==> src/rtl/control_seq_if.sv <==
// Datapath-facing bundle of the control sequencer: decode inputs, handshake and every control line.
// The sequencer takes the master side; the datapath (or a bench) takes the slave side.
interface control_seq_if;
    logic [5:0] opcode;
    logic       z;
    logic       s;
    logic       o;
    logic       p;
    logic       ext_ack;
    logic       run;

    logic       s_inc;
    logic       s_inm;
    logic       s_rgj;
    logic       we3;
    logic       wez;
    logic       wes;
    logic       weo;
    logic       wep;
    logic       wed;
    logic       wext;
    logic       rws;
    logic       wsp;
    logic       wed_ext;
    logic       wess;
    logic [1:0] wro;
    logic       pc_en;
    logic       ext_req;
    logic       halted;
    logic       bus_err;
    logic       illegal;

    modport master (
        input  opcode, z, s, o, p, ext_ack, run,
        output s_inc, s_inm, s_rgj, we3, wez, wes, weo, wep, wed, wext, rws, wsp,
               wed_ext, wess, wro, pc_en, ext_req, halted, bus_err, illegal
    );

    modport slave (
        output opcode, z, s, o, p, ext_ack, run,
        input  s_inc, s_inm, s_rgj, we3, wez, wes, weo, wep, wed, wext, rws, wsp,
               wed_ext, wess, wro, pc_en, ext_req, halted, bus_err, illegal
    );
endinterface

==> src/rtl/control_seq.sv <==
// Control unit and sequencer for the single-cycle CPU: opcode/flag decode, PC stall during
// external memory accesses with a bounded wait, HALT/resume and sticky error flags.
module control_seq #(
    parameter int TIMEOUT = 16
) (
    input logic          clk,
    input logic          reset,
    control_seq_if.master bus
);

    typedef enum logic [1:0] {
        RUN      = 2'd0,
        EXT_WAIT = 2'd1,
        HALTED   = 2'd2
    } state_t;

    typedef struct packed {
        logic       s_inc;
        logic       s_inm;
        logic       s_rgj;
        logic       we3;
        logic       wez;
        logic       wes;
        logic       weo;
        logic       wep;
        logic       wed;
        logic       wext;
        logic       rws;
        logic       wsp;
        logic       wed_ext;
        logic       wess;
        logic [1:0] wro;
        logic       pc_en;
        logic       ext_req;
        logic       halted;
    } ctrl_t;

    localparam logic [5:0] OP_ADDI = 6'b010000;
    localparam logic [5:0] OP_LD   = 6'b010001;
    localparam logic [5:0] OP_ST   = 6'b010010;
    localparam logic [5:0] OP_LDX  = 6'b010011;
    localparam logic [5:0] OP_STX  = 6'b010100;
    localparam logic [5:0] OP_OUT  = 6'b010101;
    localparam logic [5:0] OP_PUSH = 6'b010110;
    localparam logic [5:0] OP_POP  = 6'b010111;
    localparam logic [5:0] OP_J    = 6'b100000;
    localparam logic [5:0] OP_JZ   = 6'b100001;
    localparam logic [5:0] OP_JNZ  = 6'b100010;
    localparam logic [5:0] OP_JS   = 6'b100011;
    localparam logic [5:0] OP_JO   = 6'b100100;
    localparam logic [5:0] OP_JP   = 6'b100101;
    localparam logic [5:0] OP_JR   = 6'b100110;
    localparam logic [5:0] OP_CALL = 6'b100111;
    localparam logic [5:0] OP_HALT = 6'b111111;

    localparam logic [1:0] WRO_ALU = 2'b00;
    localparam logic [1:0] WRO_PC1 = 2'b01;
    localparam logic [1:0] WRO_STK = 2'b10;
    localparam logic [1:0] WRO_MEM = 2'b11;

    localparam logic [7:0] WAIT_LAST = 8'(TIMEOUT - 1);

    state_t     state, state_next;
    logic [7:0] wait_cnt, wait_cnt_next;
    logic       ext_store, ext_store_next;
    logic       bus_err, bus_err_next;
    logic       illegal, illegal_next;
    ctrl_t      ctrl, ctrl_out;

    always_ff @(posedge clk) begin
        if (reset) begin
            state     <= RUN;
            wait_cnt  <= 8'd0;
            ext_store <= 1'b0;
            bus_err   <= 1'b0;
            illegal   <= 1'b0;
        end else begin
            state     <= state_next;
            wait_cnt  <= wait_cnt_next;
            ext_store <= ext_store_next;
            bus_err   <= bus_err_next;
            illegal   <= illegal_next;
        end
    end

    always_comb begin
        ctrl           = '0;
        ctrl.s_inc     = 1'b1;
        ctrl.pc_en     = 1'b1;
        state_next     = state;
        wait_cnt_next  = wait_cnt;
        ext_store_next = ext_store;
        bus_err_next   = bus_err;
        illegal_next   = illegal;

        case (state)
            RUN: begin
                casez (bus.opcode)
                    6'b000???: begin
                        ctrl.we3 = 1'b1;
                        ctrl.wez = 1'b1;
                        ctrl.wes = 1'b1;
                        ctrl.weo = 1'b1;
                        ctrl.wep = 1'b1;
                        ctrl.wro = WRO_ALU;
                    end
                    OP_ADDI: begin
                        ctrl.s_inm = 1'b1;
                        ctrl.we3   = 1'b1;
                        ctrl.wez   = 1'b1;
                        ctrl.wes   = 1'b1;
                        ctrl.weo   = 1'b1;
                        ctrl.wep   = 1'b1;
                    end
                    OP_LD: begin
                        ctrl.s_inm = 1'b1;
                        ctrl.we3   = 1'b1;
                        ctrl.wro   = WRO_MEM;
                    end
                    OP_ST: begin
                        ctrl.s_inm = 1'b1;
                        ctrl.wed   = 1'b1;
                    end
                    OP_LDX, OP_STX: begin
                        ctrl.s_inm   = 1'b1;
                        ctrl.ext_req = 1'b1;
                        ctrl.wed_ext = (bus.opcode == OP_STX);
                        // A same-cycle ack finishes the access with no stall at all
                        if (bus.ext_ack) begin
                            if (bus.opcode == OP_LDX) begin
                                ctrl.we3  = 1'b1;
                                ctrl.wro  = WRO_MEM;
                                ctrl.wext = 1'b1;
                            end
                        end else begin
                            ctrl.pc_en     = 1'b0;
                            wait_cnt_next  = 8'd0;
                            ext_store_next = (bus.opcode == OP_STX);
                            state_next     = EXT_WAIT;
                        end
                    end
                    OP_OUT: ctrl.wess = 1'b1;
                    OP_PUSH: ctrl.wsp = 1'b1;
                    OP_POP: begin
                        ctrl.wsp = 1'b1;
                        ctrl.rws = 1'b1;
                        ctrl.we3 = 1'b1;
                        ctrl.wro = WRO_STK;
                    end
                    OP_J:   ctrl.s_inc = 1'b0;
                    OP_JZ:  ctrl.s_inc = !bus.z;
                    OP_JNZ: ctrl.s_inc = bus.z;
                    OP_JS:  ctrl.s_inc = !bus.s;
                    OP_JO:  ctrl.s_inc = !bus.o;
                    OP_JP:  ctrl.s_inc = !bus.p;
                    OP_JR: begin
                        ctrl.s_inc = 1'b0;
                        ctrl.s_rgj = 1'b1;
                    end
                    OP_CALL: begin
                        ctrl.s_inc = 1'b0;
                        ctrl.we3   = 1'b1;
                        ctrl.wro   = WRO_PC1;
                    end
                    OP_HALT: begin
                        ctrl.pc_en = 1'b0;
                        state_next = HALTED;
                    end
                    default: illegal_next = 1'b1;
                endcase
            end

            EXT_WAIT: begin
                ctrl.s_inm   = 1'b1;
                ctrl.ext_req = 1'b1;
                ctrl.wed_ext = ext_store;
                ctrl.pc_en   = 1'b0;
                if (bus.ext_ack) begin
                    ctrl.pc_en = 1'b1;
                    if (!ext_store) begin
                        ctrl.we3  = 1'b1;
                        ctrl.wro  = WRO_MEM;
                        ctrl.wext = 1'b1;
                    end
                    state_next = RUN;
                end else if (wait_cnt == WAIT_LAST) begin
                    // Abort: retire the instruction without writing anything back
                    ctrl.pc_en   = 1'b1;
                    bus_err_next = 1'b1;
                    state_next   = RUN;
                end else begin
                    wait_cnt_next = 8'(wait_cnt + 8'd1);
                end
            end

            HALTED: begin
                ctrl.halted = 1'b1;
                ctrl.pc_en  = 1'b0;
                if (bus.run) begin
                    ctrl.pc_en = 1'b1;
                    state_next = RUN;
                end
            end

            default: state_next = RUN;
        endcase
    end

    assign ctrl_out = reset ? '0 : ctrl;

    assign bus.s_inc   = ctrl_out.s_inc;
    assign bus.s_inm   = ctrl_out.s_inm;
    assign bus.s_rgj   = ctrl_out.s_rgj;
    assign bus.we3     = ctrl_out.we3;
    assign bus.wez     = ctrl_out.wez;
    assign bus.wes     = ctrl_out.wes;
    assign bus.weo     = ctrl_out.weo;
    assign bus.wep     = ctrl_out.wep;
    assign bus.wed     = ctrl_out.wed;
    assign bus.wext    = ctrl_out.wext;
    assign bus.rws     = ctrl_out.rws;
    assign bus.wsp     = ctrl_out.wsp;
    assign bus.wed_ext = ctrl_out.wed_ext;
    assign bus.wess    = ctrl_out.wess;
    assign bus.wro     = ctrl_out.wro;
    assign bus.pc_en   = ctrl_out.pc_en;
    assign bus.ext_req = ctrl_out.ext_req;
    assign bus.halted  = ctrl_out.halted;
    assign bus.bus_err = bus_err & ~reset;
    assign bus.illegal = illegal & ~reset;

endmodule

==> src/flat_wrapper.sv <==
// flat-port wrapper written by rule: the top's interface ports become plain ports
module control_seq_flat 
#(
    parameter int TIMEOUT = 16
)
  (clk, reset, bus_opcode, bus_z, bus_s, bus_o, bus_p, bus_ext_ack, bus_run, bus_s_inc, bus_s_inm, bus_s_rgj, bus_we3, bus_wez, bus_wes, bus_weo, bus_wep, bus_wed, bus_wext, bus_rws, bus_wsp, bus_wed_ext, bus_wess, bus_wro, bus_pc_en, bus_ext_req, bus_halted, bus_bus_err, bus_illegal);
  control_seq_if bus_i ();
  input logic clk;
  input logic reset;
  input wire logic [$bits(bus_i.opcode)-1:0] bus_opcode;
  input wire logic [$bits(bus_i.z)-1:0] bus_z;
  input wire logic [$bits(bus_i.s)-1:0] bus_s;
  input wire logic [$bits(bus_i.o)-1:0] bus_o;
  input wire logic [$bits(bus_i.p)-1:0] bus_p;
  input wire logic [$bits(bus_i.ext_ack)-1:0] bus_ext_ack;
  input wire logic [$bits(bus_i.run)-1:0] bus_run;
  output wire logic [$bits(bus_i.s_inc)-1:0] bus_s_inc;
  output wire logic [$bits(bus_i.s_inm)-1:0] bus_s_inm;
  output wire logic [$bits(bus_i.s_rgj)-1:0] bus_s_rgj;
  output wire logic [$bits(bus_i.we3)-1:0] bus_we3;
  output wire logic [$bits(bus_i.wez)-1:0] bus_wez;
  output wire logic [$bits(bus_i.wes)-1:0] bus_wes;
  output wire logic [$bits(bus_i.weo)-1:0] bus_weo;
  output wire logic [$bits(bus_i.wep)-1:0] bus_wep;
  output wire logic [$bits(bus_i.wed)-1:0] bus_wed;
  output wire logic [$bits(bus_i.wext)-1:0] bus_wext;
  output wire logic [$bits(bus_i.rws)-1:0] bus_rws;
  output wire logic [$bits(bus_i.wsp)-1:0] bus_wsp;
  output wire logic [$bits(bus_i.wed_ext)-1:0] bus_wed_ext;
  output wire logic [$bits(bus_i.wess)-1:0] bus_wess;
  output wire logic [$bits(bus_i.wro)-1:0] bus_wro;
  output wire logic [$bits(bus_i.pc_en)-1:0] bus_pc_en;
  output wire logic [$bits(bus_i.ext_req)-1:0] bus_ext_req;
  output wire logic [$bits(bus_i.halted)-1:0] bus_halted;
  output wire logic [$bits(bus_i.bus_err)-1:0] bus_bus_err;
  output wire logic [$bits(bus_i.illegal)-1:0] bus_illegal;
  assign bus_i.opcode = bus_opcode;
  assign bus_i.z = bus_z;
  assign bus_i.s = bus_s;
  assign bus_i.o = bus_o;
  assign bus_i.p = bus_p;
  assign bus_i.ext_ack = bus_ext_ack;
  assign bus_i.run = bus_run;
  assign bus_s_inc = bus_i.s_inc;
  assign bus_s_inm = bus_i.s_inm;
  assign bus_s_rgj = bus_i.s_rgj;
  assign bus_we3 = bus_i.we3;
  assign bus_wez = bus_i.wez;
  assign bus_wes = bus_i.wes;
  assign bus_weo = bus_i.weo;
  assign bus_wep = bus_i.wep;
  assign bus_wed = bus_i.wed;
  assign bus_wext = bus_i.wext;
  assign bus_rws = bus_i.rws;
  assign bus_wsp = bus_i.wsp;
  assign bus_wed_ext = bus_i.wed_ext;
  assign bus_wess = bus_i.wess;
  assign bus_wro = bus_i.wro;
  assign bus_pc_en = bus_i.pc_en;
  assign bus_ext_req = bus_i.ext_req;
  assign bus_halted = bus_i.halted;
  assign bus_bus_err = bus_i.bus_err;
  assign bus_illegal = bus_i.illegal;
  control_seq #(.TIMEOUT(TIMEOUT)) u_core (.clk(clk), .reset(reset), .bus(bus_i));
endmodule
==> config.mk <==
export PLATFORM = sky130hd
export DESIGN_NAME = control_seq_flat
export DESIGN_NICKNAME = d
export VERILOG_FILES = /design/src/rtl/control_seq_if.sv /design/src/rtl/control_seq.sv /design/src/flat_wrapper.sv
export SDC_FILE = /design/constraint.sdc
export NUM_CORES = 1
export LEC_CHECK = 0
export ABC_CLOCK_PERIOD_IN_PS = 2000
export CAP_MARGIN = 20
export CORE_UTILIZATION = 65
export CTS_BUF_LIST = sky130_fd_sc_hd__clkbuf_8
export DETAILED_ROUTE_END_ITERATION = 10
export DONT_BUFFER_PORTS = 1
export PLACE_DENSITY = 0.79
export SETUP_SLACK_MARGIN = 0.05
export SLEW_MARGIN = 5
export SYNTH_ARGS = -nofsm -noshare
export SYNTH_HDL_FRONTEND = slang
export SYNTH_SLANG_ARGS = --single-unit
==> constraint.sdc <==
create_clock -name clk -period 2 [get_ports clk]
set_input_delay 0.4 -clock clk [delete_from_list [all_inputs] [get_ports clk]]
set_output_delay 0.4 -clock clk [all_outputs]
set_load 0.005 [all_outputs]
==> flow_summary.toml <==
[logic_synthesis]
syn-instance-count = 160
synth_async_sr_flop_share_pct = 0
ys_seq_area_share_pct = 22.81
synth.lib_cells_used.distinct = 44
yosys_register_bits = 13
postSynthAreaPerCell_um2 = 7.132
synth_top_area_share_pct = 22.81
synth_fp_nets = 175
synthTopCellsByArea = "sky130_fd_sc_hd__dfxtp_1 (23%), sky130_fd_sc_hd__a21oi_1 (4.4%), sky130_fd_sc_hd__a31oi_1 (4.4%)"
postSynth.topFlopCell = "sky130_fd_sc_hd__dfxtp_1"
summed_instance_area_of_the_synthesized_netlist_um2 = 1141
most_frequent_cell_after_synthesis = "sky130_fd_sc_hd__dfxtp_1"
edff_count_synth = 0
commonest_cells_post_synth = "sky130_fd_sc_hd__dfxtp_1 (13), sky130_fd_sc_hd__nor2_1 (11), sky130_fd_sc_hd__a21oi_1 (10), sky130_fd_sc_hd__nand2_1 (10), sky130_fd_sc_hd__nor3_1 (10)"
synthDominantAreaCellType = "sky130_fd_sc_hd__dfxtp_1"
yosys_warnings = 0

[placed_design]
dpl-instance-area_um2 = 1174
gp_congestion = 0.9645
detailed_place_hpwl_mm = 2.248
pre_cts_slack_ps = 39.21
placement.io_buffers = 0
place_inst = 172

[setup_path]
ff2ff_setup_slack_ps = 240
crit_path_start_kind = "register"
critical_path_class = "reg2out"
cp.required_ps = 1600
arrival_ps = 1730
worstRegToRegCells = 5
crit_path_max_fanout = 4
cp-end-kind = "primary output"
crit-reg2reg-capture = "u_core.wait_cnt[2]"
reg2reg_from = "u_core.wait_cnt[5]"

[layout]
insertedDiodeCount = 0
multi_input_comb_area_um2 = 813.3
fillerInstances = 132
final_core_util_pct = 78.41
area_delta_synth_final_pct = 8.334
ff_latch_area_um2 = 260.3
layout.cells.non_filler = 177
finalInstanceArea_um2 = 1236
final_net_count = 177
drive_above_1_share_pct = 13.66

[cts]
cts-root-buf = "sky130_fd_sc_hd__clkbuf_8"
cts.clk_slew.worst_paths_ps = 60
cts_max_level = 1
clock_insertion_delay_worst_skew_ps = 250
tritoncts = "yes"
clock_tree.buffer_depth = 2
clock_buffer_count_from_cts = 3
clock_sinks = 13
cts-hold-fix-buffers = 0

[floorplanning]
die_width_um = 43.90
floorplan.initialDensity_pct = 72.38
io_pins = 35
die_h_um = 43.90
core_outline_area_um2 = 1577
placementRows = 14
floorplan.die_area_um2 = 1927

[timing]
fin_skew_ps = 5.688
setup_repair_after_global_routing_missed_its_margin = "yes"
slew_violations = 0
timing_worst_slew_pin_value_ps = 478.5
fmax_ghz = 0.4701
max_slew_margin_pct = 67.86
post-route-min-period_ps = 2127
timing.final.crit_share_pct = 106.4
setup_viol = 1
timing.final.ws_setup_ps = -127.3
hold_viol_final = 0

[grt]
grt_pass1_wl_mm = 5.092
global_route.overflow_total = 0
antenna_violations_before_repair = 0
grt_start_max_net_pins = 19
number_of_global_route_vias_before_repair = 1104
grtUsageTotal_pct = 35.62

[detailed_routing]
drc_errors = 4
postRouteAntennaNets = 0
drtIter0Drc = 66
wl_per_cell_um = 17.40
avgViaCountPerCell = 7.232
postRouteWirelength_mm = 3.079
drt-pass1-iter-count = 7
vias_after_detailed_routing = 1280

[outcome]
violations = "design-rule violations, negative setup slack"
status = "finished, violations left"

[worst_hold_path]
timing.hold.worst.class = "in2reg"
min_delay_worst_endpoint = "u_core.ext_store"
worstHoldStart = "reset"
timing.hold.worst_path_depth = 1

[power]
report.power.total_uw = 575.2
power_density_nw_per_um2 = 465.3
cellLeakagePower_nw = 0.4682
vdd.ir_drop.worst_v = 0.0004694

[run]
maximum_capacitance_violations = 0
area by class of cell:
type	instances	share of cell area [%]
Tap cell	16	1.619
Clock buffer	3	3.340
Inverter	6	1.822
Sequential cell	13	21.05
Clock inverter	1	0.3036
Multi-Input combinational cell	128	65.79
Timing Repair Buffer	10	6.073
flip-flops by register name, summed over array words and instances, names as in the netlist:
signal and count:
u_core.ext_store 1, u_core.state 2, u_core.illegal 1, u_core.bus_err 1, u_core.wait_cnt 8
logic make-up after synthesis:
group,synth area share [%]
AND/OR/NAND/NOR,33.55
buffers and inverters,7.236
adder cells (fa/ha/maj),1.096
AO/OA/AOI/OAI,34.54
XOR/XNOR,0.7677
flip-flops,22.81
how the worst max path moves through the flow:
stage / from / endpoint / slack, ps / cells after the start
floorplan: u_core.wait_cnt[4] / bus_pc_en / 90 / 4
global placement: u_core.wait_cnt[4] / bus_pc_en / 70 / 4
detailed placement: u_core.wait_cnt[4] / bus_pc_en / 40 / 4
CTS: u_core.wait_cnt[5] / bus_pc_en / -130 / 4
global route: u_core.wait_cnt[5] / bus_pc_en / -170 / 4
finish: u_core.wait_cnt[5] / bus_pc_en / -130 / 4
metal layers:
layer  vias to the layer above  GRT usage [%]  part of all wire, %
li1                        602              -                    -
met1                       590          50.51                   42
met2                        84          53.13                   46
met3                         4          11.67                   11
met4                         0          7.273                 0.65
met5                         -              0                    0
metrics by stage:
stage               TNS, ps  hold WS [ps]
floorplan                 0         429.0
global placement          0         445.8
detailed placement        0         456.0
CTS                  -125.7         215.5
global route         -172.6         214.6
finish               -127.3         220.4
what timing repair did:
action                                  4_1_cts  5_1_grt
resized for setup                             1        1
pin swaps                                     3        1
buffers inserted                              1        0
cloned                                        0        0
endpoints found under the setup margin        2        5
report_power, final:
part           switching [mW]  total [mW]  internal [mW]
sequential            0.00136       0.264          0.262
clock                  0.0958       0.231          0.136
combinational          0.0446      0.0802         0.0356
critical path, cell delays in order, from the launching register on:
cell and delay [ps]:
sky130_fd_sc_hd__dfxtp_1 310, sky130_fd_sc_hd__or4_4 540, sky130_fd_sc_hd__o21a_4 230, sky130_fd_sc_hd__a211oi_4 220
sky130_fd_sc_hd__o21a_1 180
cell usage in the layout (no fill, tap or decap), drive strengths merged, types with 5 or more instances in the layout:
| cell | Yosys | routed |
|---|---|---|
| a21oi | 10 | 10 |
| a31oi | 8 | 8 |
| buf | 4 | 10 |
| dfxtp | 13 | 13 |
| inv | 6 | 7 |
| nand2 | 10 | 10 |
| nand2b | 6 | 6 |
| nand3 | 5 | 5 |
| nor2 | 11 | 11 |
| nor3 | 10 | 10 |
| nor3b | 5 | 5 |
| o21a | 7 | 7 |
| o21ai | 11 | 11 |
Note: power is estimated with default switching activity, not from simulation.
